File: src/rtl/scene_restoration_pipe.sv
// Scene-radiance restoration J = A + (I - A) * t_inv, three-stage valid/ready pipeline
// with per-channel clamping, bypass and per-frame clip statistics.

module scene_restoration_lane #(
    parameter int PIX_W  = 8,
    parameter int T_W    = 12,
    parameter int T_FRAC = 8
) (
    input  logic             clk,
    input  logic             rst,
    input  logic             en,
    input  logic [PIX_W-1:0] hazy,
    input  logic [PIX_W-1:0] air,
    input  logic [T_W-1:0]   t1,
    input  logic             byp2,
    output logic [PIX_W-1:0] res,
    output logic             clip_hi,
    output logic             clip_lo
);
    localparam int P_W = PIX_W + T_W;
    localparam int W   = P_W + 1;

    logic [PIX_W:0]   d, d_neg;
    logic             sgn1, sgn2;
    logic [PIX_W-1:0] mag1, a1, i1, a2, i2;
    logic [P_W-1:0]   p2;
    logic [W-1:0]     m, r;
    logic             hi_n, lo_n;
    logic [PIX_W-1:0] res_n;

    assign d     = {1'b0, hazy} - {1'b0, air};
    assign d_neg = -d;

    // Rounded magnitude of the correction, then A +/- m; the extra top bits of r
    // carry overflow (positive side) or borrow (negative side) for clamping.
    always_comb begin
        m     = ({1'b0, p2} + W'(2 ** (T_FRAC - 1))) >> T_FRAC;
        r     = sgn2 ? (W'(a2) - m) : (W'(a2) + m);
        hi_n  = ~sgn2 & (|r[W-1:PIX_W]);
        lo_n  = sgn2 & r[W-1];
        res_n = r[PIX_W-1:0];
        if (hi_n) res_n = '1;
        if (lo_n) res_n = '0;
    end

    always_ff @(posedge clk) begin
        if (rst) begin
            sgn1 <= 1'b0; mag1 <= '0; a1 <= '0; i1 <= '0;
            sgn2 <= 1'b0; p2 <= '0; a2 <= '0; i2 <= '0;
            res <= '0; clip_hi <= 1'b0; clip_lo <= 1'b0;
        end else if (en) begin
            sgn1 <= d[PIX_W];
            mag1 <= d[PIX_W] ? d_neg[PIX_W-1:0] : d[PIX_W-1:0];
            a1   <= air;
            i1   <= hazy;
            sgn2 <= sgn1;
            p2   <= P_W'(mag1) * P_W'(t1);
            a2   <= a1;
            i2   <= i1;
            if (byp2) begin
                res     <= i2;
                clip_hi <= 1'b0;
                clip_lo <= 1'b0;
            end else begin
                res     <= res_n;
                clip_hi <= hi_n;
                clip_lo <= lo_n;
            end
        end
    end
endmodule

module scene_restoration_pipe #(
    parameter int PIX_W  = 8,
    parameter int NCH    = 3,
    parameter int T_W    = 12,
    parameter int T_FRAC = 8,
    parameter int CNT_W  = 20
) (
    input  logic                 clk,
    input  logic                 rst,
    input  logic                 in_valid,
    output logic                 in_ready,
    input  logic                 in_sof,
    input  logic                 bypass,
    input  logic [NCH*PIX_W-1:0] hazy_i,
    input  logic [NCH*PIX_W-1:0] air_i,
    input  logic [T_W-1:0]       t_inv_i,
    output logic                 out_valid,
    input  logic                 out_ready,
    output logic                 out_sof,
    output logic [NCH*PIX_W-1:0] dehazed_o,
    output logic [CNT_W-1:0]     clip_hi_cnt,
    output logic [CNT_W-1:0]     clip_lo_cnt
);
    localparam int STAGES = 3;

    logic [STAGES:1]             vld_pipe, sof_pipe;
    logic                        byp1, byp2;
    logic [T_W-1:0]              t1;
    logic                        en, xfer;
    logic [NCH-1:0][PIX_W-1:0]   res_lane;
    logic [NCH-1:0]              hi_vec, lo_vec;
    logic [CNT_W:0]              hi_beat, lo_beat, hi_acc, lo_acc;
    logic [CNT_W-1:0]            hi_nxt, lo_nxt;

    assign en        = ~(vld_pipe[STAGES] & ~out_ready);
    assign in_ready  = en;
    assign out_valid = vld_pipe[STAGES];
    assign out_sof   = sof_pipe[STAGES];
    assign dehazed_o = res_lane;
    assign xfer      = vld_pipe[STAGES] & out_ready;

    always_ff @(posedge clk) begin
        if (rst) begin
            vld_pipe <= '0;
            sof_pipe <= '0;
            byp1     <= 1'b0;
            byp2     <= 1'b0;
            t1       <= '0;
        end else if (en) begin
            vld_pipe <= {vld_pipe[STAGES-1:1], in_valid};
            sof_pipe <= {sof_pipe[STAGES-1:1], in_valid & in_sof};
            byp1     <= bypass;
            byp2     <= byp1;
            t1       <= t_inv_i;
        end
    end

    for (genvar c = 0; c < NCH; c++) begin : g_lane
        scene_restoration_lane #(.PIX_W(PIX_W), .T_W(T_W), .T_FRAC(T_FRAC)) u_lane (
            .clk     (clk),
            .rst     (rst),
            .en      (en),
            .hazy    (hazy_i[c*PIX_W +: PIX_W]),
            .air     (air_i[c*PIX_W +: PIX_W]),
            .t1      (t1),
            .byp2    (byp2),
            .res     (res_lane[c]),
            .clip_hi (hi_vec[c]),
            .clip_lo (lo_vec[c])
        );
    end

    // An SOF transfer restarts the frame's tally with its own clips; saturate otherwise.
    always_comb begin
        hi_beat = '0;
        lo_beat = '0;
        for (int c = 0; c < NCH; c++) begin
            hi_beat = hi_beat + (CNT_W+1)'(hi_vec[c]);
            lo_beat = lo_beat + (CNT_W+1)'(lo_vec[c]);
        end
        hi_acc = out_sof ? hi_beat : ({1'b0, clip_hi_cnt} + hi_beat);
        lo_acc = out_sof ? lo_beat : ({1'b0, clip_lo_cnt} + lo_beat);
        hi_nxt = hi_acc[CNT_W] ? '1 : hi_acc[CNT_W-1:0];
        lo_nxt = lo_acc[CNT_W] ? '1 : lo_acc[CNT_W-1:0];
    end

    always_ff @(posedge clk) begin
        if (rst) begin
            clip_hi_cnt <= '0;
            clip_lo_cnt <= '0;
        end else if (xfer) begin
            clip_hi_cnt <= hi_nxt;
            clip_lo_cnt <= lo_nxt;
        end
    end
endmodule

File: config.mk
export PLATFORM = sky130hd
export DESIGN_NAME = scene_restoration_pipe
export DESIGN_NICKNAME = d
export VERILOG_FILES = /design/src/rtl/scene_restoration_pipe.sv
export SDC_FILE = /design/constraint.sdc
export NUM_CORES = 1
export LEC_CHECK = 0
export ABC_AREA = 1
export CORE_ASPECT_RATIO = 2
export CORE_UTILIZATION = 35
export DETAILED_ROUTE_END_ITERATION = 8
export PLACE_DENSITY_LB_ADDON = 0.08
export SYNTH_ARGS = -nofsm -noshare
export SYNTH_HDL_FRONTEND = slang
export SYNTH_SLANG_ARGS = --single-unit
File: constraint.sdc
create_clock -name clk -period 8.02 [get_ports clk]
set_clock_uncertainty 0.15 [all_clocks]
set_input_delay 1.604 -clock clk [delete_from_list [all_inputs] [get_ports clk]]
set_output_delay 1.604 -clock clk [all_outputs]
set_load 0.02 [all_outputs]
# Word level (Yosys, flattened, before mapping)
# Index checks and enable logic that the tools add are counted.
[totals]
reg_bits = 276
input_bits = 66
out_inout_bits = 67
elab_cells = 106
[classes]
add_sub_neg = 21
n_mul = 3
muxes = 25
bitwise_logic = 14
reduce_logical = 3
[ops]
columns = ["op", "n"]
rows = [
  ["$mux W21", 5],
  ["$mux W8", 12],
  ["$add A20 B8 Y21 const B", 3],
  ["$mul A8 B12 Y20", 3],
  ["$add A20 B3 Y21", 2],
  ["$add A8 B13 Y14", 3],
  ["$sub A8 B13 Y14", 3],
  ["$mux W20", 2],
  ["$reduce_or A13 Y1", 3],
  ["$sub A8 B8 Y9", 3],
  ["$neg A8 Y8", 3],
  ["$and A1 B1 Y1", 9],
  ["$add A2 B1 Y3", 2],
  ["$mux W1", 6],
  ["$not A1 Y1", 5],
  ["$add A1 B1 Y2", 2],
]

# Longest topological paths before layout
[depth]
ltp_word = 8
ltp_mapped = 28
mapped_depth_nobuf = 26

# By module
# Synthesis repeated with hierarchy kept, for this count alone.
[unflattened]
cells_unflattened = 3700
area_unflattened_um2 = 25306.8
[modules_own_cells]
columns = ["mod", "instances", "cells_each", "area_each_um2", "seq_area_each_um2"]
rows = [
  ["scene_restoration_lane at g_lane[2].u_lane", 1, 1055, 7313.3, 1301.2],
  ["scene_restoration_lane at g_lane[1].u_lane", 1, 1048, 7262.0, 1301.2],
  ["scene_restoration_lane at g_lane[0].u_lane", 1, 1053, 7203.2, 1301.2],
  ["scene_restoration_pipe", 1, 544, 3528.4, 1201.2],
]

# Worst setup path before layout
# OpenSTA, ideal clock, no wires.
[synth_path]
path_type = "reg2reg"
startpoint = "reg t1[0]"
endpoint = "reg g_lane[2].u_lane.p2[16]"
setup_ps = 110
t_arrival_ps = 4483
t_required_ps = 7760
setup_slack_ps = 3277
path_stages_with_launch = 21
n_path_buf = 2
period_less_slack_ps = 4743
path_cell_list = "dfxtp_1 -> clkbuf_1 -> buf_1 -> nand2_1 -> fa_1 -> fa_1 -> inv_1 -> fa_1 -> inv_1 -> fa_1 -> inv_1 -> ha_1 -> a21oi_1 -> o21ai_0 -> a21oi_1 -> nand2_1 -> a21oi_1 -> xor2_1 -> o21ai_0 -> nand2_1 -> inv_1"
[synth_via]
elab_chain_len = 1
[synth_lines]
columns = ["item", "line_no", "rtl"]
rows = [
  ["start, declared", "100", "logic [T_W-1:0] t1;"],
  ["start signal, assigned", "126", "t1 <= t_inv_i;"],
  ["$mul A8 B12 Y20", "57", "p2 <= P_W'(mag1) * P_W'(t1);"],
  ["end signal, assigned", "57", ""],
  ["end, declared", "26", "logic [P_W-1:0] p2;"],
]
# Every way passes these cells.
# A chain may end at the register's enable or synchronous reset.

# Worst setup path after layout
[layout_path]
startpoint = "reg t1[3]"
endpoint = "reg g_lane[0].u_lane.p2[19]"
[layout_via]
elab_chain_len = 1
[layout_lines]
columns = ["item", "line_no"]
rows = [
  ["$mul A8 B12 Y20", "57"],
  ["end signal, assigned", "57"],
  ["end, declared", "26"],
]
# Every way passes these cells.

==> metrics.txt <==
Arrival @ worst endpoint=5.40 ns; Final Hold Vio Count=0; busiest layer in global routing=met2; Hold Path End=vld_pipe[2]; Core Area=0.0677 mm²; leak pwr=15.0 nW; Max FO, Critical Path=17; WP data required=8.33 ns; HP Start=vld_pipe[2]; first-pass GRT wire length=about 110000 µm; cells on worst reg2reg path=25; Clock Latency Late Sink=approximately 0.58 ns; Final Setup Violations=0; top-area cell type share of the netlist area=between 20% and 30%; via/cell ratio=about 4.8; Power Density=around 200 mW/mm²; Final Wtd Congestion=roughly 0.84; Worst-path clk slew=approximately 0.070 ns; reg2reg start=t1[3]; GR Overflow Total=0; Final nets=between 3000 and 4000; reg-to-reg endpoint=g_lane[0].u_lane.p2[19]; clock buffer depth=3; hold buffer count at cts=0; fillers=just over 7000; # H-tree levels=1; commonest cells in the netlist=inv_1, nand2_1, nor2_1; most numerous cell in the Yosys netlist=inv_1; main flop type after synthesis=dfxtp_1; Avg WL per Cell=15.5 µm; Remaining DRCs=0; die height=~370 µm; total power=around 5.4 mW; post-route insts no fill=4373; Syn Area/Cell=roughly 7.0 µm²; DP Cell Count=approximately 4300; Area Growth Syn to Fin=12.6%; CTS tree=done; Hold Path Class=reg -> reg; I/O Buffers=between 100 and 150; Slew Viols, Final=0; RSZ-0062 raised after global routing=no; area of the multi-input gates=about 0.015 mm²; vias in the first global route=roughly 22000; status=finished, final reports clean; Initial Util=35.4%; final period utilization=a little under two thirds; clk sinks=~260; synth unique cells=56; final setup TNS=0 ns; cells after synthesis=between 3000 and 4000; GR Layer Usage met3=between 2 and 2.5%; relative slew slack=31.9%; Syn Nets=3878; Max Cap Viol=0; CTS Buf Count=27; Max Freq=between 150 and 200 MHz; min Tclk post-route=between 5 and 6 ns; Ports=~130; largest cells by area after synthesis=dfxtp_1, fa_1, inv_1, nand2_1, ha_1; critical path startpoint category=flip-flop; placed cell areas=roughly 0.026 mm²; clk root buf=clkbuf_16; Crit. End Element=flip-flop; wirelength, routed=approximately 68000 µm; Seq/Total Area, Yosys=21.3%; Die W=roughly 190 µm; largest net degree at the start of global routing=205; register area=approximately 0.0051 mm²; Post-CTS Setup Repair Bufs=0; Final HPWL DP=between 50000 and 60000 µm; Ant. Diodes=0; Worst VDD drop=roughly 0.00021 V; Mapped Area=about 0.024 mm²; share of layout cells above drive strength 1=between 4 and 5%; initial antenna violation count=1; FF-to-FF setup slack=2.93 ns; met2 Use GR=37.2%; post-synth top area cell=dfxtp_1; FP Rows=roughly 140; Hold Crit Depth=2; DR iter-0 viols=956; critical path type=reg -> reg; hold slack=just over 0.3 ns; met1 usage=22.8%; #FFs+latches synth=255; cell area after layout=between 0.02 and 0.03 mm²; drt first pass iters=5; Worst-Margin Slew=slightly above 1 ns; Yosys warning count=0; die area=approximately 0.07 mm²; GRT Resource Usage Total=19.9%; Via Count=roughly 21000; Post-CTS Resized=0; post-route ant nets=0; ys async rst share=0%; number of synthesized flops with an enable pin=0
## sequential cells by signal, indices dropped and copies added, names as in the netlist
register / cells
g_lane.u_lane.sgn1: 3
byp2: 1
g_lane.u_lane.clip_hi: 3
clip_hi_cnt: 20
g_lane.u_lane.res: 24
t1: 12
sof_pipe: 3
clip_lo_cnt: 20
g_lane.u_lane.a2: 24
g_lane.u_lane.i2: 24
g_lane.u_lane.sgn2: 3
g_lane.u_lane.mag1: 24
g_lane.u_lane.a1: 24
vld_pipe: 3
g_lane.u_lane.p2: 39
g_lane.u_lane.clip_lo: 3
byp1: 1
g_lane.u_lane.i1: 24
## placed cells by master, fill, tap and decap left out, types with 27 or more instances in the layout
master,n
inv_1,770
xor2_1,73
a21oi_1,217
nand2_1,669
clkbuf_16,27
nand4_1,27
o211ai_1,27
o21ai_0,261
fa_1,190
ha_1,193
nor2_1,275
dfxtp_1,255
clkdlybuf4s50_1,132
nand3_1,96
## metal layers
layer / wire (µm) / share of wire (%)
met5: 13 / 0.019
met4: 2270 / 3.4
met3: 2490 / 3.7
met2: 34900 / 52
met1: 28000 / 41
## how the worst max path moves through the flow
stage	startpoint	endpoint
6_report	t1[3]	g_lane[0].u_lane.p2[19]
3_3_place_gp	out_ready	in_ready
4_1_cts	t1[3]	g_lane[0].u_lane.p2[19]
5_1_grt	t1[6]	g_lane[0].u_lane.p2[14]
2_1_floorplan	t1[0]	g_lane[2].u_lane.p2[16]
3_5_place_dp	t1[3]	g_lane[0].u_lane.p2[19]
## critical path, stage by stage (launching register included)
cell and delay (ns):
dfxtp_1 0.50, buf_4 0.31, nand2_1 0.10, fa_1 0.48, fa_1 0.56, inv_1 0.05
fa_1 0.49, inv_1 0.05, fa_1 0.49, inv_1 0.05, ha_1 0.32, a21oi_1 0.15
o21ai_0 0.12, o21bai_2 0.24, nand2_1 0.07, nand2_1 0.09, nand2_1 0.07, nand2_1 0.07
nand2_1 0.07, nand2_1 0.08, nand2_1 0.07, nand2_1 0.06, nand2_1 0.06, nand2_1 0.04
o21bai_1 0.15, inv_1 0.05
## stage by stage
step | worst slack [ns] | util [%]
finish | 2.93 | 39.9
global route | 2.47 | 39.9
CTS | 2.90 | 39.9
detailed placement | 2.92 | 38.5
global placement | 2.94 | 38.5
floorplan | 3.28 | -
## cell families (layout without fill, tap and decap cells)
kind of cell               after synthesis  in the layout  share of synthesized area [%]
adders and majority gates              383            383                           25.9
muxes                                    3              3                          0.125
and+or+nand+nor                       1148           1148                           20.0
xor gates and xnor gates                95             95                           3.47
DFF                                    255            255                           21.3
buffers and inverters                  932            986                           14.6
AOI/OAI and AO/OA                      613            613                           14.6
## power breakdown
group          total, mW  switching (mW)  internal, mW  leakage (nW)
clock               1.40           0.590         0.807         0.473
combinational       2.34            1.46         0.885          12.4
sequential          1.69           0.247          1.44          2.10
total               5.43            2.29          3.13          15.0
## cell type report
class | instances | share of cell area (%)
inverter | 782 | 10.9
clock buffer | 34 | 2.82
sequential | 255 | 18.9
clock inverter | 15 | 0.746
tap | 890 | 4.12
timing repair buffer | 155 | 5.58
multi-input combinational | 2242 | 56.9
No activity file was read; power rests on OpenSTA's default activity.
